===== src/rtl/lane_chain_scheduler.sv =====
// lane_chain_scheduler
// Shares one fixed-latency 2-bit processing chain among NREQ requesters.
// Requesters are served round-robin with one issue per cycle. Each requester
// may have at most MAX_OUT symbols outstanding. A {valid, id} tag travels
// alongside each symbol so that the chain result comes back tagged with the
// requester that issued it. A small FSM sequences enable and flush/drain.
module lane_chain_scheduler #(
    parameter int NREQ    = 6,
    parameter int DEPTH   = 4,
    parameter int MAX_OUT = 2,
    parameter int IDW     = (NREQ > 1) ? $clog2(NREQ) : 1
) (
    input  logic                 clk,
    input  logic                 rst_n,
    input  logic                 enable,
    input  logic                 flush_req,
    input  logic [NREQ-1:0]      req_valid,
    input  logic [2*NREQ-1:0]    req_data,
    output logic [NREQ-1:0]      req_ready,
    output logic                 chain_in_vld,
    output logic [1:0]           chain_in_data,
    input  logic [1:0]           chain_out_data,
    output logic                 rsp_valid,
    output logic [IDW-1:0]       rsp_id,
    output logic [1:0]           rsp_data,
    output logic                 busy,
    output logic                 flush_done
);

    localparam int CW = $clog2(MAX_OUT + 1);

    typedef enum logic [1:0] {
        ST_IDLE  = 2'd0,
        ST_RUN   = 2'd1,
        ST_DRAIN = 2'd2
    } state_t;

    state_t               r_state;
    state_t               w_state_nxt;
    logic                 w_flush_done_nxt;
    logic [IDW-1:0]       r_ptr;
    logic [CW-1:0]        r_cnt [NREQ];
    logic [DEPTH:0]       r_tag_vld;
    logic [DEPTH:0][IDW-1:0] r_tag_id;
    logic                 r_chain_in_vld;
    logic [1:0]           r_chain_in_data;
    logic                 r_rsp_valid;
    logic [IDW-1:0]       r_rsp_id;
    logic [1:0]           r_rsp_data;
    logic                 r_flush_done;
    logic                 w_grant_found;
    logic [IDW-1:0]       w_grant_id;
    logic                 w_accept;
    logic [NREQ-1:0]      w_grant;
    logic [NREQ-1:0]      w_inc;
    logic [NREQ-1:0]      w_dec;
    logic                 w_inflight;

    // Index ptr+off folded back into 0..NREQ-1.
    function automatic logic [IDW-1:0] wrap_idx(input logic [IDW-1:0] base, input int off);
        int s;
        s = int'(base) + off;
        if (s >= NREQ) begin
            s = s - NREQ;
        end else begin
            s = s;
        end
        return IDW'(s);
    endfunction

    // Round-robin search: first requester at or after ptr that is valid and under its credit limit.
    always_comb begin
        logic [IDW-1:0] idx;
        logic           elig;
        w_grant_found = 1'b0;
        w_grant_id    = '0;
        idx           = '0;
        elig          = 1'b0;
        for (int off = 0; off < NREQ; off++) begin
            idx           = wrap_idx(r_ptr, off);
            elig          = req_valid[idx] && (r_cnt[idx] < CW'(MAX_OUT));
            w_grant_id    = (!w_grant_found && elig) ? idx : w_grant_id;
            w_grant_found = w_grant_found | elig;
        end
    end

    assign w_accept   = (r_state == ST_RUN) && w_grant_found;
    assign w_grant    = w_accept ? ({{(NREQ-1){1'b0}}, 1'b1} << w_grant_id) : {NREQ{1'b0}};
    assign req_ready  = w_grant;
    assign w_inflight = |r_tag_vld;

    // Per-requester credit up/down events for this cycle.
    always_comb begin
        w_inc = w_grant;
        w_dec = '0;
        for (int i = 0; i < NREQ; i++) begin
            w_dec[i] = r_tag_vld[DEPTH] && (r_tag_id[DEPTH] == IDW'(i));
        end
    end

    // Sequencing FSM next-state and flush_done decode.
    always_comb begin
        w_state_nxt      = r_state;
        w_flush_done_nxt = 1'b0;
        case (r_state)
            ST_IDLE: begin
                if (enable && !flush_req) begin
                    w_state_nxt = ST_RUN;
                end else begin
                    w_state_nxt = ST_IDLE;
                end
            end
            ST_RUN: begin
                if (flush_req || !enable) begin
                    w_state_nxt = ST_DRAIN;
                end else begin
                    w_state_nxt = ST_RUN;
                end
            end
            ST_DRAIN: begin
                if (!w_inflight) begin
                    w_state_nxt      = ST_IDLE;
                    w_flush_done_nxt = 1'b1;
                end else begin
                    w_state_nxt = ST_DRAIN;
                end
            end
            default: begin
                w_state_nxt = ST_IDLE;
            end
        endcase
    end

    // FSM state register and flush_done pulse.
    always_ff @(posedge clk or negedge rst_n) begin
        if (!rst_n) begin
            r_state      <= ST_IDLE;
            r_flush_done <= 1'b0;
        end else begin
            r_state      <= w_state_nxt;
            r_flush_done <= w_flush_done_nxt;
        end
    end

    // Round-robin pointer moves past the winner only when a grant is taken.
    always_ff @(posedge clk or negedge rst_n) begin
        if (!rst_n) begin
            r_ptr <= '0;
        end else if (w_accept) begin
            r_ptr <= (w_grant_id == IDW'(NREQ - 1)) ? '0 : (w_grant_id + IDW'(1));
        end else begin
            r_ptr <= r_ptr;
        end
    end

    // Issue register to the chain; data holds its last value between issues.
    always_ff @(posedge clk or negedge rst_n) begin
        if (!rst_n) begin
            r_chain_in_vld  <= 1'b0;
            r_chain_in_data <= 2'b00;
        end else begin
            r_chain_in_vld  <= w_accept;
            r_chain_in_data <= w_accept ? req_data[2*w_grant_id +: 2] : r_chain_in_data;
        end
    end

    // Tag pipeline; stage 0 lines up with chain_in, stage DEPTH with chain_out.
    always_ff @(posedge clk or negedge rst_n) begin
        if (!rst_n) begin
            r_tag_vld <= '0;
            r_tag_id  <= '0;
        end else begin
            r_tag_vld <= {r_tag_vld[DEPTH-1:0], w_accept};
            r_tag_id  <= {r_tag_id[DEPTH-1:0], (w_accept ? w_grant_id : {IDW{1'b0}})};
        end
    end

    // Response register: capture chain result with the tag leaving the last stage.
    always_ff @(posedge clk or negedge rst_n) begin
        if (!rst_n) begin
            r_rsp_valid <= 1'b0;
            r_rsp_id    <= '0;
            r_rsp_data  <= 2'b00;
        end else begin
            r_rsp_valid <= r_tag_vld[DEPTH];
            r_rsp_id    <= r_tag_vld[DEPTH] ? r_tag_id[DEPTH] : r_rsp_id;
            r_rsp_data  <= r_tag_vld[DEPTH] ? chain_out_data : r_rsp_data;
        end
    end

    // Outstanding-symbol credits; simultaneous accept and response cancel out.
    always_ff @(posedge clk or negedge rst_n) begin
        if (!rst_n) begin
            for (int i = 0; i < NREQ; i++) begin
                r_cnt[i] <= '0;
            end
        end else begin
            for (int i = 0; i < NREQ; i++) begin
                if (w_inc[i] && !w_dec[i]) begin
                    r_cnt[i] <= r_cnt[i] + CW'(1);
                end else if (!w_inc[i] && w_dec[i]) begin
                    r_cnt[i] <= r_cnt[i] - CW'(1);
                end else begin
                    r_cnt[i] <= r_cnt[i];
                end
            end
        end
    end

    assign chain_in_vld  = r_chain_in_vld;
    assign chain_in_data = r_chain_in_data;
    assign rsp_valid     = r_rsp_valid;
    assign rsp_id        = r_rsp_id;
    assign rsp_data      = r_rsp_data;
    assign busy          = (r_state != ST_IDLE);
    assign flush_done    = r_flush_done;

endmodule


===== config.mk =====
export PLATFORM = sky130hd
export DESIGN_NAME = lane_chain_scheduler
export DESIGN_NICKNAME = d
export VERILOG_FILES = /design/src/rtl/lane_chain_scheduler.sv
export SDC_FILE = /design/constraint.sdc
export NUM_CORES = 1
export LEC_CHECK = 0
export ABC_AREA = 1
export CAP_MARGIN = 15
export CELL_PAD_IN_SITES_DETAIL_PLACEMENT = 0
export CELL_PAD_IN_SITES_GLOBAL_PLACEMENT = 1
export CORE_MARGIN = 2
export CORE_UTILIZATION = 40
export DETAILED_ROUTE_END_ITERATION = 6
export PLACE_DENSITY = 0.86
export RECOVER_POWER = 100
export REMOVE_ABC_BUFFERS = 1
export SLEW_MARGIN = 25
export SYNTH_ARGS = -nofsm -noshare
export SYNTH_HDL_FRONTEND = slang
export SYNTH_SLANG_ARGS = --single-unit

===== constraint.sdc =====
create_clock -name clk -period 5.33 [get_ports clk]
set_input_delay 0.7995 -clock clk [delete_from_list [all_inputs] [get_ports clk]]
set_output_delay 0.7995 -clock clk [all_outputs]
set_load 0.05 [all_outputs]

Word-level counts from Yosys, hierarchy flattened

Index checks and enable logic that the tools add are counted.

Input bits: 24
Output and inout bits: 17
Register bits after elaboration: 47
Logic and storage cells: 213

$lt $le $gt $ge: 24
Shifts and indexed selects: 2
Muxes and demuxes: 63
Eq/ne operators: 8
Add/sub/neg operators: 24
Bitwise logic cells: 11
Reduce and logical (&&, ||, !) cells: 61

Operator list:

| cell                                                        | count |
|---|---|
| two-way mux 2 bit                                           | 26 |
| two-way mux 3 bit                                           | 14 |
| binary-select mux 2 bit (select 3 bit)                      | 6 |
| logical AND 1 bit                                           | 31 |
| >= comparator 4 bit (second input constant)                 | 6 |
| less-than comparator 3 x 4 -> 1 bit (second input constant) | 6 |
| inverter 3 -> 4 bit                                         | 6 |
| >= comparator 4 x 3 -> 1 bit (second input constant)        | 5 |
| zero test 1 bit                                             | 19 |
| binary-select mux 1 bit (select 3 bit)                      | 6 |
| subtractor 3 bit (second input constant)                    | 6 |
| nonzero test 2 bit                                          | 7 |
| adder 2 x 1 -> 2 bit (second input constant)                | 6 |
| less-than comparator 2 bit (second input constant)          | 6 |
| indexed part select 12 x 5 -> 2 bit                         | 1 |
| subtractor 2 x 1 -> 2 bit (second input constant)           | 6 |
| == test 3 bit (second input constant)                       | 3 |
| two-way mux 1 bit                                           | 9 |
| adder 3 x 2 -> 4 bit (second input constant)                | 2 |
| adder 3 x 3 -> 4 bit (second input constant)                | 2 |
| == test 3 x 2 -> 1 bit (second input constant)              | 2 |
| two-way mux 6 bit                                           | 1 |
| case mux 2 bit (3 select lines)                             | 1 |
| << shifter 1 x 3 -> 6 bit (first input constant)            | 1 |
| 11 further kinds                                            | 15 |

Depth between registers and ports, before layout

Depth after elaboration: 22
Gate-level depth with buffers: 27
Depth with buffers taken out: 26

Worst setup path before layout

OpenSTA, ideal clock, no wires.

Path type: register -> register
From: reg r_ptr[0]
To: reg r_cnt[3] (netlist name)
Library setup time: 0.131 ns
Clock period less this slack: 4.442 ns
Path slack: 0.888 ns
Path buffers: 2
Cell stages (with the launch flop): 23
Arrival time: 4.311 ns
Required time: 5.199 ns
Path through: dfrtp_1 -> inv_2 -> buf_6 -> ha_1 -> buf_4 -> inv_2 -> nand2_1 -> inv_1 -> o21ai_0 -> or2_2 -> nand2_1 -> inv_1 -> nand3_1 -> nand2_1 -> nand4_1 -> nand4_4 -> nor2_1 -> inv_1 -> nor3_1 -> ha_1 -> a21oi_1 -> o21ai_0 -> xor2_1

Longest elaborated chain between the ends: 21
Elaborated cells between the ends (all ways): 100
Those cells by class: 11 x add/sub; 12 x order compare; 1 x shift; 44 x mux; 11 x bitwise; 21 x reduce/logical

RTL lines:

| item                                                             | line   | RTL |
|---|---|---|
| from (decl)                                                      | 41     | `logic [IDW-1:0] r_ptr;` |
| from (signal assigned)                                           | 150    | `r_ptr <= (w_grant_id == IDW'(NREQ - 1)) ? '0 : (w_grant_id + IDW'(1));` |
| from (signal assigned)                                           | 152    | `r_ptr <= r_ptr;` |
| adder 3 x 1 -> 4 bit                                             | 62     | `s = int'(base) + off;` |
| >= comparator 4 x 3 -> 1 bit or subtractor 3 bit (tied branches) | 63, 64 |  |
| two-way mux 3 bit                                                | 63     | `if (s >= NREQ) begin` |
| inverter 3 -> 4 bit (implied by the code)                        | 81     | `elig = req_valid[idx] && (r_cnt[idx] < CW'(MAX_OUT));` |
| binary-select mux 2 bit (select 3 bit)                           | 81     |  |
| two-way mux 2 bit (implied by the code) (2 in series)            | 81     |  |
| less-than comparator 2 bit                                       | 81     |  |
| logical AND 1 bit                                                | 81     |  |
| [... 5 more ...]                                                 | --     |  |
| two-way mux 3 bit or logical AND 1 bit (tied branches)           | 82     | `w_grant_id = (!w_grant_found && elig) ? idx : w_grant_id;` |
| two-way mux 3 bit                                                | 82     |  |
| << shifter 1 x 3 -> 6 bit                                        | 88     | `assign w_grant = w_accept ? ({{(NREQ-1){1'b0}}, 1'b1} << w_grant_id) : {NREQ{1'b0}};` |
| two-way mux 6 bit (*)                                            | 88     |  |
| via req_ready[4]                                                 | 19     | `output logic [NREQ-1:0] req_ready,` |
| zero test 1 bit                                                  | 201    | `end else if (!w_inc[i] && w_dec[i]) begin` |
| logical AND 1 bit                                                | 201    |  |
| nonzero test 2 bit (no source line)                              | --     |  |
| to (signal, indexed assignment)                                  | 200    | `r_cnt[i] <= r_cnt[i] + CW'(1);` |
| to (signal, indexed assignment)                                  | 202    | `r_cnt[i] <= r_cnt[i] - CW'(1);` |
| to (signal, indexed assignment)                                  | 204    | `r_cnt[i] <= r_cnt[i];` |
| to (decl)                                                        | 42     | `logic [CW-1:0] r_cnt [NREQ];` |

The timed path passes the listed nets; every way through them passes the cells marked *. The select of a mux whose other input is x is not followed.
A chain may end at the register's enable or synchronous reset.

Worst setup path after layout

From: reg r_ptr[1]
To: out req_ready[1]

Longest elaborated chain between the ends: 18
Elaborated cells between the ends (all ways): 95
Those cells by class: 11 x add/sub; 12 x order compare; 1 x shift; 43 x mux; 11 x bitwise; 17 x reduce/logical

RTL lines:

| item                                                             | line   | RTL |
|---|---|---|
| adder 3 x 1 -> 4 bit                                             | 62     |  |
| >= comparator 4 x 3 -> 1 bit or subtractor 3 bit (tied branches) | 63, 64 |  |
| two-way mux 3 bit                                                | 63     |  |
| inverter 3 -> 4 bit (implied by the code)                        | 81     |  |
| binary-select mux 2 bit (select 3 bit)                           | 81     |  |
| two-way mux 2 bit (implied by the code) (2 in series)            | 81     |  |
| less-than comparator 2 bit                                       | 81     |  |
| logical AND 1 bit                                                | 81     |  |
| OR 1 bit                                                         | 83     | `w_grant_found = w_grant_found \| elig;` |
| zero test 1 bit or OR 1 bit (tied branches)                      | 82, 83 |  |
| logical AND 1 bit (tied with other cells)                        | 82     |  |
| two-way mux 3 bit (tied with other cells) (2 in series)          | 82     |  |
| two-way mux 3 bit or logical AND 1 bit (tied branches)           | 82     |  |
| two-way mux 3 bit                                                | 82     |  |
| << shifter 1 x 3 -> 6 bit                                        | 88     |  |
| two-way mux 6 bit (*)                                            | 88     |  |
| to (decl)                                                        | 19     |  |

Every way passes the cells marked *; elsewhere a longest branch is shown, timed or not. The select of a mux whose other input is x is not followed.

==> impl_metrics.env <==
export IMPL_nNetsFinal=459
export IMPL_drv_cap=1
export IMPL_critical_path_peak_fanout=17
export IMPL_gp_congestion=0.866
export IMPL_worst_pin_slew_ps=2390
export IMPL_port_buffer_count=40
export IMPL_ys_seq_area_frac=0.402
export IMPL_r2r_slack_ps=1160
export IMPL_vias_per_cell=4.78
export IMPL_drt_iter0_drc=143
export IMPL_hold_buffers=0
export IMPL_r2r_end="r_cnt[11]"
export IMPL_hp_class="register to register"
export IMPL_initial_core_util=0.417
export IMPL_rows=30
export IMPL_violations="max-capacitance violations, max-slew violations"
export IMPL_finalMaxSlewViolations=47
export IMPL_wl_per_cell_um=12.3
export IMPL_min_period_ps=4950
export IMPL_clkTransAtPathRegs_ps=90
export IMPL_clkSinkCount=46
export IMPL_drive_above_1_share=0.102
export IMPL_grt_usage=0.173
export IMPL_post_cts_resized=0
export IMPL_num_io_pins=41
export IMPL_yosys_warnings=0
export IMPL_grt_antenna_before_repair=0
export IMPL_die_area_um2=7860
export IMPL_syn_cell_area_um2=2870
export IMPL_post_cts_buffers=0
export IMPL_cts_tree="done"
export IMPL_worstPathArrival_ps=4150
export IMPL_r2r_start="r_ptr[1]"
export IMPL_reg2reg_depth=22
export IMPL_critPathKind="register to output pin"
export IMPL_vias=2473
export IMPL_coreArea_um2=6870
export IMPL_grt_pass1_vias=2301
export IMPL_slowest_delay_ps=810
export IMPL_holdPathStages=0
export IMPL_hold_viol_final=0
export IMPL_timing_final_crit_share=0.928
export IMPL_hold_end="r_tag_id[6]"
export IMPL_htreeDepth=2
export IMPL_finalSetupViolCount=0
export IMPL_crit_required_ps=4530
export IMPL_critPathSlowestCell="clkdlybuf4s50_1"
export IMPL_antenna_left=0
export IMPL_critPathLaunchType="register"
export IMPL_cp_cell_sequence="inv_1, ha_1, inv_2, nand2_1, inv_1, o21ai_0, or2_2, nand2_1, inv_1, nand3_1, nand2_1, inv_1, nand3_1, nand2_2, nor2_2, nand2_1, inv_2, clkdlybuf4s50_1"
export IMPL_yosysUniqueCellTypes=31
export IMPL_timing_final_ws_setup_ps=384
export IMPL_min_from="r_tag_id[3]"
export IMPL_avgSynthCellArea_um2=7.64
export IMPL_fp_dieW_um=88.7
export IMPL_synth_cells=375
export IMPL_post_route_drc_count=0
export IMPL_status="complete, but fails checks"
export IMPL_fillers=666
export IMPL_insertion_delay_ps=310
export IMPL_grt_max_degree=47
export IMPL_fmax_mhz=202
export IMPL_finalClockSkew_ps=10.6
export IMPL_tns_ps=0
export IMPL_numCtsBuffers=5
export IMPL_grt_overflow_total=0
export IMPL_netlist_top_cells_area="dfrtp_1 (40%), nand2_1 (15%), ha_1 (6.5%)"
export IMPL_diodes=0
export IMPL_max_slew_margin=-0.594
export IMPL_cp_end_kind="output pin"
export IMPL_post_place_ws_ps=463
export IMPL_rsz0062_at_grt="false"
export IMPL_die_h_um=88.7
export IMPL_yosys_register_bits=46
export IMPL_grt_first_pass_wirelength_um=10600
export IMPL_totalWireLength_um=6380
export IMPL_dr_pass1_iters=4
export IMPL_syn_to_final_growth_pct=21.3
export IMPL_synth_top_area_frac=0.402
export IMPL_cts_max_path_buffers=2
export IMPL_cts_root_buf="clkbuf_8"
export IMPL_synth_top_area_cell="dfrtp_1"
export IMPL_post_dp_hpwl_um=4870
==> critical path, delay by kind of cell, from the launching register on <==
kind	cells	cell delay, ps
AO/OA/AOI/OAI	1	210
adder cells (fa/ha/maj)	1	480
buffers and inverters	7	1440
flip-flops	1	560
AND/OR/NAND/NOR	9	1160
==> synthesized netlist by cell type, drive strengths merged <==
library cell / count
nor4: 2
nand2: 123
nand3: 32
and3b: 1
a31oi: 1
ha: 15
inv: 58
dfrtp: 46
nor3: 4
buf: 4
nor2: 30
a21oi: 13
clkinv: 1
o21ai: 21
xnor2: 8
or2: 3
nand4: 8
xor2: 5
==> stage by stage <==
| stage | utilization | cells | hold slack, ps | instance area, um2 |
|---|---|---|---|---|
| after floorplan | - | 371 | 331 | 2830 |
| after global placement | 0.489 | 509 | 332 | 3360 |
| after detailed placement | 0.489 | 509 | 335 | 3360 |
| after CTS | 0.510 | 517 | 353 | 3500 |
| after global routing | 0.506 | 517 | 359 | 3480 |
| final | 0.506 | 517 | 349 | 3480 |
==> registers in the layout, summed over array words and instances, names as in the netlist <==
| signal | flops |
|---|---|
| r_tag_vld | 5 |
| chain_in_data | 2 |
| r_cnt | 12 |
| r_tag_id | 15 |
| rsp_id | 3 |
| r_ptr | 3 |
| flush_done | 1 |
| rsp_valid | 1 |
| rsp_data | 2 |
| r_state | 2 |
==> cell families after synthesis <==
logic type | share of synthesized area
flip-flops | 0.402
AO/OA/AOI/OAI | 0.0637
XOR/XNOR | 0.0397
buffers and inverters | 0.0904
AND/OR/NAND/NOR | 0.339
adder cells (fa/ha/maj) | 0.0655
==> cells in the final DEF, fill, tap and decap left out, drive strengths merged <==
master,instances
dfrtp,46
dlymetal6s2s,2
nor3,4
nor2,30
o21ai,21
clkinv,1
xor2,5
ha,15
bufinv,2
clkbuf,10
xnor2,8
inv,58
and3b,1
nand4,8
a31oi,1
or2,3
nand2,123
dlygate4sd3,14
nor4,2
buf,2
a21oi,13
clkdlybuf4s50,20
nand3,32
==> cell type report <==
cell class	instances	area, um2	share of cell area
Multi-Input combinational cell	266	1440	0.415
Sequential cell	46	1150	0.331
Timing Repair Buffer	42	395	0.114
Inverter	59	224	0.0644
Tap cell	96	120	0.0345
Clock buffer	6	82.6	0.0237
Clock inverter	2	60.1	0.0173
==> per-layer routing <==
metal / vias to the layer above / track usage / share of wire
li1: 1266 / - / -
met1: 1129 / 0.258 / 0.50
met2: 72 / 0.264 / 0.44
met3: 6 / 0.0271 / 0.049
met4: 0 / 0.0372 / 0.0083
met5: - / 0 / 0
==> how the worst max path moves through the flow <==
stage / start / end / depth (start not counted)
2_1_floorplan: r_ptr[0] / r_cnt[3] / 20
3_3_place_gp: req_valid[2] / req_ready[0] / 18
3_5_place_dp: req_valid[2] / req_ready[0] / 18
4_1_cts: r_ptr[1] / req_ready[3] / 20
5_1_grt: r_ptr[1] / req_ready[1] / 19
6_report: r_ptr[1] / req_ready[1] / 18
Power is not shown: default switching activity piles up to over one toggle a cycle in this logic, so the estimate is an artifact.
